File: src/rtl/overlay_v1_0_seq.sv
// Frame sequencer for the overlay pipeline: gates the input video stream, tracks
// pixel position against latched geometry, and regenerates SOF/EOL and the logo qualifier.
module overlay_v1_0_seq #(
    parameter int DATA_WIDTH = 32
) (
    input  logic                  S_AXI_ACLK,
    input  logic                  S_AXI_ARESETN,
    input  logic                  run,
    input  logic                  reset,
    output logic                  done,
    input  logic                  logo_valid,
    input  logic [DATA_WIDTH-1:0] width,
    input  logic [DATA_WIDTH-1:0] heigth,
    input  logic [DATA_WIDTH-1:0] logo_hlocation_begin,
    input  logic [DATA_WIDTH-1:0] logo_hlocation_end,
    input  logic [DATA_WIDTH-1:0] logo_vlocation_begin,
    input  logic [DATA_WIDTH-1:0] logo_vlocation_end,
    output logic [DATA_WIDTH-1:0] hlocation,
    output logic [DATA_WIDTH-1:0] vlocation,
    input  logic                  s_axis_tvalid,
    output logic                  s_axis_tready,
    input  logic                  s_axis_tuser,
    input  logic                  s_axis_tlast,
    output logic                  m_axis_tvalid,
    input  logic                  m_axis_tready,
    output logic                  m_axis_tuser,
    output logic                  m_axis_tlast,
    output logic                  logo_active,
    output logic [1:0]            err,
    output logic [1:0]            seq_state
);

    // Handshake: a transfer happens on a rising edge where valid and ready are both
    // high; valid never depends on ready, and ready may depend on valid/tuser.

    typedef enum logic [1:0] {
        ST_IDLE     = 2'd0,
        ST_WAIT_SOF = 2'd1,
        ST_ACTIVE   = 2'd2,
        ST_DONE     = 2'd3
    } seq_state_t;

    localparam logic [DATA_WIDTH-1:0] ONE = DATA_WIDTH'(1);

    seq_state_t            state_q, state_d;
    logic [DATA_WIDTH-1:0] h_q, h_d;
    logic [DATA_WIDTH-1:0] v_q, v_d;
    logic [1:0]            err_q, err_d;
    logic                  latch;

    logic [DATA_WIDTH-1:0] w_m1_q, h_m1_q;
    logic [DATA_WIDTH-1:0] hb_q, he_q, vb_q, ve_q;

    logic                  beat;
    logic                  sof_restart;
    logic [DATA_WIDTH-1:0] pos_h, pos_v;
    logic                  at_eol, at_eof, in_window;

    // Position of the beat currently presented; an SOF beat always counts as (0,0).
    assign sof_restart = (state_q == ST_WAIT_SOF) ||
                         ((state_q == ST_ACTIVE) && s_axis_tvalid && s_axis_tuser &&
                          ((h_q != '0) || (v_q != '0)));
    assign pos_h     = sof_restart ? '0 : h_q;
    assign pos_v     = sof_restart ? '0 : v_q;
    assign at_eol    = (pos_h == w_m1_q);
    assign at_eof    = at_eol && (pos_v == h_m1_q);
    assign in_window = logo_valid &&
                       (pos_h >= hb_q) && (pos_h <= he_q) &&
                       (pos_v >= vb_q) && (pos_v <= ve_q);
    assign beat      = s_axis_tvalid && s_axis_tready;

    always_comb begin
        state_d       = state_q;
        h_d           = h_q;
        v_d           = v_q;
        err_d         = err_q;
        latch         = 1'b0;
        done          = 1'b0;
        s_axis_tready = 1'b0;
        m_axis_tvalid = 1'b0;
        m_axis_tuser  = 1'b0;
        m_axis_tlast  = 1'b0;
        logo_active   = 1'b0;

        case (state_q)
            ST_IDLE: begin
                if (run && (width != '0) && (heigth != '0)) begin
                    latch   = 1'b1;
                    state_d = ST_WAIT_SOF;
                end
            end

            ST_WAIT_SOF: begin
                s_axis_tready = s_axis_tuser ? m_axis_tready : 1'b1;
                m_axis_tvalid = s_axis_tvalid && s_axis_tuser;
                if (s_axis_tvalid && s_axis_tuser) begin
                    m_axis_tuser = 1'b1;
                    m_axis_tlast = at_eol;
                    logo_active  = in_window;
                end
                if (beat && s_axis_tuser) begin
                    if (at_eof) begin
                        h_d     = '0;
                        v_d     = '0;
                        state_d = ST_DONE;
                    end else if (at_eol) begin
                        h_d     = '0;
                        v_d     = pos_v + ONE;
                        state_d = ST_ACTIVE;
                    end else begin
                        h_d     = pos_h + ONE;
                        v_d     = pos_v;
                        state_d = ST_ACTIVE;
                    end
                end
            end

            ST_ACTIVE: begin
                s_axis_tready = m_axis_tready;
                m_axis_tvalid = s_axis_tvalid;
                m_axis_tuser  = (pos_h == '0) && (pos_v == '0);
                m_axis_tlast  = at_eol;
                logo_active   = in_window;
                if (beat) begin
                    // Counting follows geometry only; tlast/tuser anomalies are just flagged.
                    if (s_axis_tlast != at_eol) err_d[0] = 1'b1;
                    if (sof_restart)            err_d[1] = 1'b1;
                    if (at_eof) begin
                        h_d     = '0;
                        v_d     = '0;
                        state_d = ST_DONE;
                    end else if (at_eol) begin
                        h_d = '0;
                        v_d = pos_v + ONE;
                    end else begin
                        h_d = pos_h + ONE;
                        v_d = pos_v;
                    end
                end
            end

            ST_DONE: begin
                done    = 1'b1;
                h_d     = '0;
                v_d     = '0;
                state_d = ST_IDLE;
            end

            default: state_d = ST_IDLE;
        endcase

        // Soft reset behaves like IDLE for the whole cycle it is held.
        if (reset) begin
            state_d       = ST_IDLE;
            h_d           = '0;
            v_d           = '0;
            err_d         = 2'b00;
            latch         = 1'b0;
            done          = 1'b0;
            s_axis_tready = 1'b0;
            m_axis_tvalid = 1'b0;
            m_axis_tuser  = 1'b0;
            m_axis_tlast  = 1'b0;
            logo_active   = 1'b0;
        end
    end

    always_ff @(posedge S_AXI_ACLK or negedge S_AXI_ARESETN) begin
        if (!S_AXI_ARESETN) begin
            state_q <= ST_IDLE;
            h_q     <= '0;
            v_q     <= '0;
            err_q   <= 2'b00;
        end else begin
            state_q <= state_d;
            h_q     <= h_d;
            v_q     <= v_d;
            err_q   <= err_d;
        end
    end

    // Geometry is captured once per frame so register writes mid-frame have no effect.
    always_ff @(posedge S_AXI_ACLK or negedge S_AXI_ARESETN) begin
        if (!S_AXI_ARESETN) begin
            w_m1_q <= '0;
            h_m1_q <= '0;
            hb_q   <= '0;
            he_q   <= '0;
            vb_q   <= '0;
            ve_q   <= '0;
        end else if (latch) begin
            w_m1_q <= width - ONE;
            h_m1_q <= heigth - ONE;
            hb_q   <= logo_hlocation_begin;
            he_q   <= logo_hlocation_end;
            vb_q   <= logo_vlocation_begin;
            ve_q   <= logo_vlocation_end;
        end
    end

    assign hlocation = h_q;
    assign vlocation = v_q;
    assign err       = err_q;
    assign seq_state = state_q;

endmodule

File: config.mk
export PLATFORM = sky130hd
export DESIGN_NAME = overlay_v1_0_seq
export DESIGN_NICKNAME = d
export VERILOG_FILES = /design/src/rtl/overlay_v1_0_seq.sv
export SDC_FILE = /design/constraint.sdc
export NUM_CORES = 1
export LEC_CHECK = 0
export CORE_UTILIZATION = 50
export DETAILED_ROUTE_END_ITERATION = 10
export GPL_TIMING_DRIVEN = 0
export PLACE_DENSITY = 0.78
export SLEW_MARGIN = 20
export SYNTH_ARGS = -nofsm -noshare
export SYNTH_HDL_FRONTEND = slang
export SYNTH_SLANG_ARGS = --single-unit
File: constraint.sdc
create_clock -name S_AXI_ACLK -period 6 [get_ports S_AXI_ACLK]
set_clock_uncertainty 0.15 [all_clocks]
set_input_delay 1.2 -clock S_AXI_ACLK [delete_from_list [all_inputs] [get_ports S_AXI_ACLK]]
set_output_delay 1.2 -clock S_AXI_ACLK [all_outputs]
set_load 0.005 [all_outputs]
==> impl_metrics.ini, run 1 <==
[outcome]
status = complete, but fails checks
violations = negative setup slack

[setup_path]
critical_path.startpoint_type = flip-flop
cp_top_family = simple AND/OR/NAND/NOR gates
path_depth = 19
crit_fanout = 5
cp_cell_sequence = nor4_4 > nand4_1 > nor4_4 > buf_6 > o21a_4 > buf_12 > clkbuf_16 > buf_4 > and2_1 > ha_1 > nand4_1 > or2_4 > nor2_2 > and2_4 > a221oi_4 > o221ai_2 > a221o_1 > a2111oi_4 > buf_2
path_class = reg -> out
crit_slowest_cell = dfrtp_2
cpPeakStageDelay_ps = 470
r2r_cells = 11
crit_arrival_ps = 5170
required_ps = 4650
end_kind = output pin
crit_buf_inv = 5

[drt]
drc_errors = 0
avgViaCountPerCell = 6.03
route.antenna.remaining_nets = 0
vias = 16461
dr.pass1.iters = 6
wl_um = 62600
drt_iter0_markers = 1559
routedWlPerCell_um = 22.9

[cells_and_area]
seqCellArea_um2 = 6550
diodes = 0
final_common_cell = clkdlybuf4s50_1
layout-drive-gt1-share_pct = 16.1
finalNetCount = 2593
final_cell_mix = clkdlybuf4s50_1, dfrtp_1, inv_1
fin_util_pct = 65.9
syn2layout_area_growth_pct = 29.6
fillers = 2842
multi_input_area_um2 = 10300

[floorplan]
fp.dieW_um = 190
die_y_um = 190
std_cell_rows = 68
initial_core_util_pct = 50.9
io_pins = 275
die_area_um2 = 36000
coreArea_um2 = 34600

[synth]
yosysTopAreaCell = dfrtp_1
yosysSeqAreaShare_pct = 36.9
yosys_warnings = 0
netlist_area_um2 = 17600
synth_edf_count = 0
synth_area_leaders = dfrtp_1, ha_1, mux2_2
syn_nets = 2269
netlist.area_leader.share_pct = 36.9
netlist_instances = 1932
synth_area_per_cell_um2 = 9.12
synth-seq-cells = 260
netlist-cell-type-count = 73
async_flop_share_pct = 100
synth_ff_type = dfrtp_1

[clock_network]
path_clk_slew_ps = 60
clockBufferDepth = 3
cts_num_sinks = 260
cts_tree = yes
cts_root_buffer = clkbuf_16
insertion_delay_ps = 580
cts_buffers = 29
h-tree-depth = 1

[sta]
fmax_mhz = 153
worst_slack_ps = -520
setup_viol = 1
rsz0062_at_grt = true
slew_headroom_pct = 25.5
hold_violations = 0
period_share_pct = 109
whs_ps = 353
worst_pin_slew_ps = 1120
slew_violations = 0
min_period_ps = 6520

[run]
drv_cap = 0

[pwr]
cellPowerDensity_nw_per_um2 = 374
p_leak_nw = 10.2
peakVddDrop_uv = 249
fin_total_pwr_mw = 8.54

[global_routing]
antenna_found_initial = 0
grt_pass1_vias = 16562
grt_max_degree = 86
grt_pass1_wl_um = 95200
gr-usage-all-layers_pct = 34.8
grt_overflow = 0

[placed_design]
gp_congestion = 0.974
io_buffer_count = 274
dpl.hpwl_um = 47900

[hold_path]
hp-class = reg -> reg
hold_depth = 1
==> per-stage QoR <==
stage                     worst slack [ps]  std cells  TNS [ps]  area [um^2]
final                                 -520       2728      -520        22800
after global routing                  -638       2728      -638        22800
after CTS                             -409       2711      -409        22600
after detailed placement             -2960       2664     -2960        21100
after global placement               -7530       2661  -1949920        21000
after floorplan                       6.62       1932         0        17600
==> registers in the layout, summed over array words and instances, names as in the netlist <==
signal / cells
hlocation: 32
vlocation: 32
hb_q: 32
err: 2
h_m1_q: 32
ve_q: 32
w_m1_q: 32
he_q: 32
vb_q: 32
seq_state: 2
==> synthesized netlist by cell type, types with 13 or more instances <==
master and number:
a21o_1 48, a21oi_1 70, a31oi_1 26, and2_1 29, and3_1 13, buf_2 19, clkbuf_1 61, dfrtp_1 260
ha_1 136, inv_1 188, mux2_2 124, nand2_1 146, nand2b_1 27, nand3_1 46, nand4_1 55, nor2_1 107
nor3_1 40, nor4_1 61, o21ai_0 94, o21ai_1 44, xnor2_1 81, xor2_1 37
==> area by class of cell <==
| type | count | share of cell area (%) |
|---|---|---|
| clock inverters | 11 | 0.800 |
| clock buffers | 37 | 3.49 |
| plain buffers | 65 | 2.38 |
| inverters | 188 | 3.09 |
| well taps | 455 | 2.49 |
| flip-flops and latches | 260 | 28.7 |
| repair buffers | 323 | 13.8 |
| multi-input cells | 1389 | 45.2 |
==> cells by family (layout without fill, tap and decap cells) <==
group	Yosys count	in the layout	synth area share, %
AND/OR/NAND/NOR	595	595	17.6
XOR/XNOR	118	118	5.87
flip-flops	260	260	36.9
buffers and inverters	283	624	6.72
multiplexers	134	134	8.53
AO/OA/AOI/OAI	406	406	14.7
adder cells (fa/ha/maj)	136	136	9.66
==> report_power, final <==
group          switching [mW]  internal (mW)  leakage (nW)
sequential              0.613           2.42          3.18
combinational            1.92           1.71          6.53
clock                   0.749           1.14         0.481
total                    3.28           5.26          10.2
==> metal layers <==
| layer | track usage [%] | share of wire (%) | routed length (um) | vias to the layer above |
|---|---|---|---|---|
| met1 | 45.3 | 41 | 25800 | 8017 |
| met2 | 56.5 | 46 | 29100 | 743 |
| met4 | 16.0 | 4.8 | 3040 | 0 |
| li1 | - | - | - | 7538 |
| met3 | 6.20 | 7.5 | 4670 | 163 |
| met5 | 0 | 0 | 0 | - |
==> worst register-to-register path, delay by kind of cell, from the launching register on <==
| kind | cells | cell delay, ps |
|---|---|---|
| AOI/OAI and AO/OA | 5 | 1920 |
| buffers and inverters | 3 | 830 |
| DFF | 1 | 430 |
| and+or+nand+nor | 3 | 1350 |
==> path summary, 6_finish.rpt <==
check,from,to,slack (ps)
setup / recovery,vlocation[30],logo_active,-520
hold / removal,hb_q[11],hb_q[11],350
setup reg to reg,hlocation[9],hlocation[2],1220
hold reg to reg,hb_q[11],hb_q[11],350
max in group asynchronous,S_AXI_ARESETN,hlocation[21],4500
min in group asynchronous,S_AXI_ARESETN,vb_q[10],360
==> repair_timing <==
item / CTS / global route
hold buffers: 0 / 0
resized for setup: 119 / 33
setup buffers: 28 / 18
pin swaps: 18 / 17
endpoints found under the setup margin: 2 / 1
Note: power is estimated with default switching activity, not from simulation.
==> run 2, diff against run 1 <==
--- a/config.mk
+++ b/config.mk
@@ -5,7 +5,9 @@
 export SDC_FILE = /design/constraint.sdc
 export NUM_CORES = 1
 export LEC_CHECK = 0
+export CORE_ASPECT_RATIO = 0.8
 export CORE_UTILIZATION = 50
+export CTS_BUF_LIST = sky130_fd_sc_hd__clkbuf_8 sky130_fd_sc_hd__clkbuf_16
 export DETAILED_ROUTE_END_ITERATION = 10
 export GPL_TIMING_DRIVEN = 0
 export PLACE_DENSITY = 0.78
==> run 2 against run 1 <==
- the run still ends with negative setup slack left
- cell area is 0.25% higher
- hold slack got worse by 2.1 ps
- first-iteration DRC count grew 9.9%
- wire length increased by 2.1%
- sequential share of layout area down 0.087 points
- register-to-register slack improved by 50 ps
- largest cell class unchanged
==> impl_metrics.ini, run 2 (same netlist as run 1, synthesis figures left out) <==
[cells_and_area]
final_cell_mix = clkdlybuf4s50_1, dfrtp_1, inv_1
stdcell_count = 2745
syn2layout_area_growth_pct = 29.9
fin_util_pct = 65.9
finalNetCount = 2589
final_common_cell = clkdlybuf4s50_1
diodes = 0
layout-drive-gt1-share_pct = 16.4

[clock_network]
cts_num_sinks = 260
cts_hold_buf = 0
cts_root_buffer = clkbuf_16
cts_tree = yes
cts_buffers = 28
path_clk_slew_ps = 70
clockBufferDepth = 3
insertion_delay_ps = 580
h-tree-depth = 1

[setup_path]
end_kind = output pin
crit_buf_inv = 5
cpPeakStageDelay_ps = 510
r2r_setup_slack_ps = 1270
cp-endpoint = logo_active
rr_endpoint = hlocation[28]
crit_fanout = 6
crit_arrival_ps = 5140
crit_top_cell = clkbuf_16
path_class = reg -> out
r2r_cells = 18
path_depth = 19
r2r_start = seq_state[0]
cp_cell_sequence = nor4_4 > nand4_1 > nor4_4 > buf_6 > o21a_4 > clkbuf_16 > clkbuf_16 > clkbuf_16 > and2_4 > ha_4 > nand4_1 > or2_4 > nor2_1 > and2_4 > a221oi_4 > o221ai_2 > a221o_1 > a2111oi_4 > buf_2
cp_top_family = simple AND/OR/NAND/NOR gates
critical_path.startpoint_type = flip-flop
startpoint = vlocation[13]
crit_slowest_cell = dfrtp_1
required_ps = 4650

[sta]
fmax_mhz = 154
slew_violations = 0
hold_violations = 0
worst_slack_ps = -492
slew_headroom_pct = 22.9
rsz0062_at_grt = true
period_share_pct = 108
setup_viol = 1
worst_pin_slew_ps = 1150
min_period_ps = 6490
whs_ps = 351

[placed_design]
dp_slack_ps = -2870
gp_congestion = 1.01
dpl.hpwl_um = 48600
place_inst = 2680
io_buffer_count = 274

[pwr]
pwr-share-comb_pct = 42.3
p_sw_share_pct = 39.4
p_leak_nw = 10.2
sequentialPowerShare_pct = 35.7
p_int_mw = 5.21
p_clk_share_pct = 22.1
peakVddDrop_uv = 250
cellPowerDensity_nw_per_um2 = 376
p_sw_mw = 3.38
fin_total_pwr_mw = 8.60

[floorplan]
die_y_um = 170
coreArea_um2 = 34700
die_area_um2 = 36000
io_pins = 275
initial_core_util_pct = 50.7
fp.dieW_um = 212
std_cell_rows = 61

[global_routing]
antenna_found_initial = 0
grt_max_degree = 100
grt_pass1_wl_um = 96400
gr-usage-all-layers_pct = 35.1
grt_pass1_vias = 16370
grt_overflow = 0

[drt]
route.antenna.remaining_nets = 0
vias = 16746
wl_um = 63900
avgViaCountPerCell = 6.10
drc_errors = 0
dr.pass1.iters = 6
drt_iter0_markers = 1713
routedWlPerCell_um = 23.3

[run]
drv_cap = 0

[outcome]
violations = negative setup slack
status = complete, but fails checks

[hold_path]
hp-class = reg -> reg
## run 2: final cells by class
cell class                 instances  area (um^2)
buffer                            65          517
clock inverter                    21          272
sequential                       260         6550
tap                              472          591
multi-input combinational       1389        10400
timing repair buffer             320         3130
clock buffer                      30          728
inverter                         188          706
fill                            2776        11800
## run 2: power groups by stage
stage | sequential [mW] | combinational (mW) | clock (mW)
4_1_cts | 3.04 | 3.47 | 1.90
6_report | 3.07 | 3.63 | 1.90
5_1_grt | 3.14 | 3.94 | 1.97
3_3_place_gp | 3.02 | 3.01 | 0
3_5_place_dp | 3.04 | 3.12 | 0
2_1_floorplan | 2.80 | 2.15 | 0
## run 2: layer usage
layer	wire length (um)	GRT usage, %	vias up
met5	0	0	-
met4	2180	11.4	0
met3	5570	6.62	165
met2	28600	55.7	864
met1	27600	48.3	8165
li1	-	-	7552
## run 2: worst min-delay path by stage
stage / to / start / slack, ps / depth (start not counted)
floorplan: ve_q[1] / ve_q[1] / 310 / 1
global route: he_q[1] / he_q[1] / 370 / 1
global placement: ve_q[3] / ve_q[3] / 330 / 1
finish: ve_q[2] / ve_q[2] / 350 / 1
CTS: ve_q[4] / ve_q[4] / 350 / 1
detailed placement: ve_q[2] / ve_q[2] / 330 / 1
## run 2: metrics by stage
step	setup TNS, ps	cell area [um^2]
2_1_floorplan	0	17600
3_3_place_gp	-1934320	21000
3_5_place_dp	-2870	21000
4_1_cts	-430	22600
5_1_grt	-600	22900
6_report	-492	22900
## run 2: repair_timing
item | in CTS | in global routing
setup buffers | 25 | 18
pin swaps | 16 | 27
cloned | 0 | 1
endpoints found under the setup margin | 2 | 1
gates resized for setup | 112 | 46
